--- config.mk ---
export PLATFORM = sky130hd
export DESIGN_NAME = down_counter_timer
export DESIGN_NICKNAME = d
export VERILOG_FILES = /design/src/rtl/down_counter_timer.sv
export SDC_FILE = /design/constraint.sdc
export NUM_CORES = 1
export LEC_CHECK = 0
export ABC_AREA = 1
export ABC_CLOCK_PERIOD_IN_PS = 1200
export BUFFER_PORTS_ARGS = -buffer_cell sky130_fd_sc_hd__buf_2
export CORE_UTILIZATION = 47
export DETAILED_ROUTE_END_ITERATION = 6
export GPL_TIMING_DRIVEN = 0
export PLACE_DENSITY = 0.78
export SYNTH_ARGS = -nofsm -noshare
export SYNTH_HDL_FRONTEND = slang
export SYNTH_SLANG_ARGS = --single-unit
--- constraint.sdc ---
create_clock -name clk -period 1.2 [get_ports clk]
set_input_delay 0.24 -clock clk [delete_from_list [all_inputs] [get_ports clk]]
set_output_delay 0.24 -clock clk [all_outputs]
set_load 0.03 [all_outputs]
--- src/rtl/down_counter_timer.sv ---
// down_counter_timer: programmable down-counter/timer with a reload register.
// Supports one-shot and auto-reload modes with a start/stop/done handshake.
module down_counter_timer #(
  parameter int WIDTH = 4
) (
  input  logic             clk,
  input  logic             rst,
  input  logic             en,
  input  logic             load,
  input  logic [WIDTH-1:0] load_val,
  input  logic             start,
  input  logic             stop,
  input  logic             mode,
  output logic [WIDTH-1:0] count,
  output logic             tc,
  output logic             busy,
  output logic             done
);

  typedef enum logic [1:0] {
    IDLE = 2'd0,
    RUN  = 2'd1,
    DONE = 2'd2
  } state_t;

  localparam logic [WIDTH-1:0] ONE  = WIDTH'(1);
  localparam logic [WIDTH-1:0] ZERO = '0;

  state_t           state;
  logic [WIDTH-1:0] rld;
  logic [WIDTH-1:0] rld_eff;

  // reload value as seen this edge, including a same-cycle load
  assign rld_eff = load ? load_val : rld;

  // state, counter, reload register and terminal-count pulse
  always_ff @(posedge clk or negedge rst) begin
    if (!rst) begin
      state <= IDLE;
      count <= ZERO;
      rld   <= ZERO;
      tc    <= 1'b0;
    end else begin
      tc <= 1'b0;
      if (load) rld <= load_val;
      if (stop) begin
        state <= IDLE;
        if (load) count <= load_val;
      end else if (start) begin
        state <= RUN;
        count <= rld_eff;
      end else begin
        unique case (state)
          IDLE: begin
            if (load) count <= load_val;
          end
          RUN: begin
            if (en) begin
              if (count != ZERO) begin
                count <= count - ONE;
              end else begin
                tc <= 1'b1;
                if (mode) count <= rld_eff;
                else      state <= DONE;
              end
            end
          end
          DONE: begin
            count <= ZERO;
          end
          default: begin
            state <= IDLE;
          end
        endcase
      end
    end
  end

  // status flags decoded from registered state
  assign busy = (state == RUN);
  assign done = (state == DONE);

endmodule

==> summary.txt <==
Floorplan
  • FP Rows: 14
  • Starting Density: 52.5%
  • DIE HEIGHT: 44.0 um
  • Area of the die: 1930 um^2
  • I/O pin count: 18
  • Die span in x: 44.0 um
  • Total core area: 1580 um^2

Setup path
  • Critical Path RT: 1.37 ns
  • Slowest stage delay, CP: 0.44 ns
  • Worst Setup Start Kind: register
  • Kind of cell adding the most delay to the critical path: simple AND/OR/NAND/NOR gates
  • Worst path cell trace: inv_4 > ha_4 > nand2_2 > nor2_4 > nand3_1 > nand3_1 > nand3_2 > nand2_2 > inv_2
  • Crit path kind: register to register
  • Crit Path Max Fanout: 5
  • Worst Path Arrival: 1.62 ns
  • Nature of the critical path endpoint: register
  • CP max-delay cell: dfrtp_2
  • CP Buf/Inv Count: 2

Clock network
  • CTS tree: done
  • Clock transition at the registers of the reported paths: 0.06 ns
  • Clock sinks: 11
  • CTS Buf Count: 3
  • Root Driver: clkbuf_4
  • Clk_lat worst skew: 0.27 ns
  • Max Buffers Root-to-Sink: 2
  • H-tree depth: 1

Global routing
  • Largest net degree at the start of global routing: 12
  • Met2 usage: 41.2%
  • Global-route wire length before repair: 3.28 mm
  • Met3 usage: 7.50%
  • Layer carrying the most global-route usage: met2
  • Gr ovfl total: 0
  • Vias in the first global route: 759
  • Met1 Use GR: 27.8%
  • GRT Util Overall: 23.7%
  • Initial antenna violation count: 0

Timing
  • Setup_tns: -1.47 ns
  • Final setup fails: 8
  • RSZ-0062 raised after global routing: yes
  • Final Hold Fails: 0
  • Final clock skew: 0.000800 ns
  • Fmax: 688 MHz
  • Fin crit share: 121%
  • Minimum clock period: 1.45 ns
  • Slew HR: 75.8%
  • Max-slew violations: 0
  • Worst slew pin tran: 0.361 ns
  • Fin Hold WS: 0.212 ns
  • Final worst slack: -0.253 ns

Yosys
  • Register area share after synthesis: 33.2%
  • Post-synth cell types: 18
  • XOR/XNOR Fraction of Synth Area: 0%
  • Synth Instances: 123
  • Netlist Area Pre-Place: 828 um^2
  • Simple-Gate Fraction of Synth Area: 41.1%
  • Post-synthesis mux area share: 0%
  • Ys Warns: 0
  • Synth Area in Adders: 7.55%
  • Mean area per synthesized cell: 6.73 um^2
  • Post-Syn Nets: 139
  • Post-synthesis compound-gate area fraction: 8.01%
  • Main combinational cell family by area after synthesis: simple AND/OR/NAND/NOR gates
  • Post-synthesis register bit count: 11

Routing
  • DR vias: 889
  • Initial DRC count: 25
  • 1st-pass router iterations: 6
  • Drt via density: 5.45
  • ANT nets after route: 0
  • DRC errors left: 0
  • WL/cell: 13.6 um
  • WL final: 2.21 mm

Pwr
  • P_leak: 0.587 nW
  • PwrDens: 1190 nW/um^2
  • Worst VDD drop: 0.964 mV

Final layout
  • Util after Layout: 71.2%
  • ANT cells: 0
  • Layout area overhead: 35.5%
  • Share of layout cells above drive strength 1: 41.5%
  • Final nets: 164

Outcome
  • Failing checks: negative setup slack
  • Status: finished with violations

Placed design
  • PortBufs: 16
  • GPL Wtd Cong: 0.848
  • DP HPWL: 1.56 mm

Hold path
  • Class of the worst hold path: input port to register

Flow run
  • Max-Cap Viols: 0
==> path summary, 6_finish.rpt <==
kind | startpoint | endpoint | slack, ns | depth (start not counted)
setup / recovery | count[0] | count[0] | -0.25 | 9
hold reg to reg | rld[3] | rld[3] | 0.49 | 2
max in group asynchronous | rst | count[0] | 0.61 | 2
setup reg to reg | count[0] | count[0] | -0.25 | 9
hold / removal | stop | state[0] | 0.21 | 2
min in group asynchronous | rst | state[1] | 0.36 | 2
==> worst register-to-register path, stage by stage (launching register included) <==
cell and delay (ns):
dfrtp_2 0.44, inv_4 0.09, ha_4 0.15, nand2_2 0.07
nor2_4 0.15, nand3_1 0.12, nand3_1 0.12, nand3_2 0.08
nand2_2 0.09, inv_2 0.03
==> registers in the layout, summed over array words and instances (netlist names) <==
register and count:
count 4, rld 4, state 2, tc 1
==> synth_stat cells <==
library cell / n / share of area, %
nand3_2: 3 / 3.6
nand4_1: 1 / 0.76
nand3_1: 11 / 6.6
o21ai_1: 4 / 2.4
buf_2: 1 / 0.60
a21oi_2: 1 / 1.1
inv_2: 5 / 2.3
nor2_4: 3 / 4.1
dfrtp_1: 11 / 33
o21ai_0: 6 / 3.6
nor3_1: 1 / 0.60
nor2_2: 2 / 1.5
o21bai_1: 1 / 0.91
nand2_1: 45 / 20
ha_1: 5 / 7.6
inv_1: 16 / 7.3
nor2_1: 6 / 2.7
nand2_2: 1 / 0.76
==> cell families after synthesis <==
| logic type | after synthesis |
|---|---|
| simple gates | 73 |
| flops | 11 |
| buf+inv | 22 |
| fa+ha+maj | 5 |
| compound gates | 12 |
==> layout make-up <==
type                            count  area [um^2]
Multi-Input combinational cell     90          582
Fill cell                         123          454
Sequential cell                    11          278
Timing Repair Buffer               20          125
Inverter                           21         86.3
Clock buffer                        4         26.3
Tap cell                           16         20.0
Buffer                              1         5.00
==> layout by cell type (no fill, tap or decap) <==
master	netlist	final
inv_1	16	10
ha_1	5	1
nor2_2	2	2
buf_4	0	3
buf_2	1	15
o21ai_0	6	5
ha_2	0	1
ha_4	0	3
dfrtp_1	11	9
nor3_1	1	1
o21ai_2	0	1
clkbuf_4	0	3
nand4_1	1	1
o21ai_1	4	3
nor2_4	3	4
o21bai_1	1	1
buf_6	0	2
dfrtp_2	0	2
inv_2	5	8
dlygate4sd3_1	0	1
a21oi_2	1	1
nand2_4	0	1
inv_4	0	3
nand2_2	1	4
nor2_1	6	5
nand2_1	45	41
nand3_4	0	2
o21ai_4	0	1
clkbuf_1	0	1
nand3_2	3	5
nand3_1	11	7
==> stage by stage <==
step | cells | power, mW | area, um^2 | setup slack [ns]
after floorplan | 123 | 0.851 | 888 | -0.126
after global placement | 155 | 0.963 | 988 | -0.316
after detailed placement | 155 | 0.989 | 988 | -0.334
after CTS | 162 | 1.30 | 1080 | -0.193
after global routing | 163 | 1.42 | 1120 | -0.282
final | 163 | 1.34 | 1120 | -0.253
==> per-layer routing <==
| metal | vias up | wire length (um) |
|---|---|---|
| li1 | 432 | - |
| met1 | 404 | 908 |
| met2 | 47 | 1120 |
| met3 | 6 | 148 |
| met4 | 0 | 38 |
| met5 | - | 0 |
==> repair_timing <==
action,in CTS,in global routing
pin swaps,10,6
endpoints found under the setup margin,9,9
buffers inserted,2,1
hold endpoints to repair,11,0
hold buffers,1,0
resized for setup,12,10
==> report_power, final <==
group          leakage [nW]  switching [mW]  internal (mW)
combinational         0.436           0.405          0.220
clock                0.0150           0.121          0.129
sequential            0.136          0.0470          0.417
total                 0.587           0.572          0.767
Power figures use the tool's default switching activity.
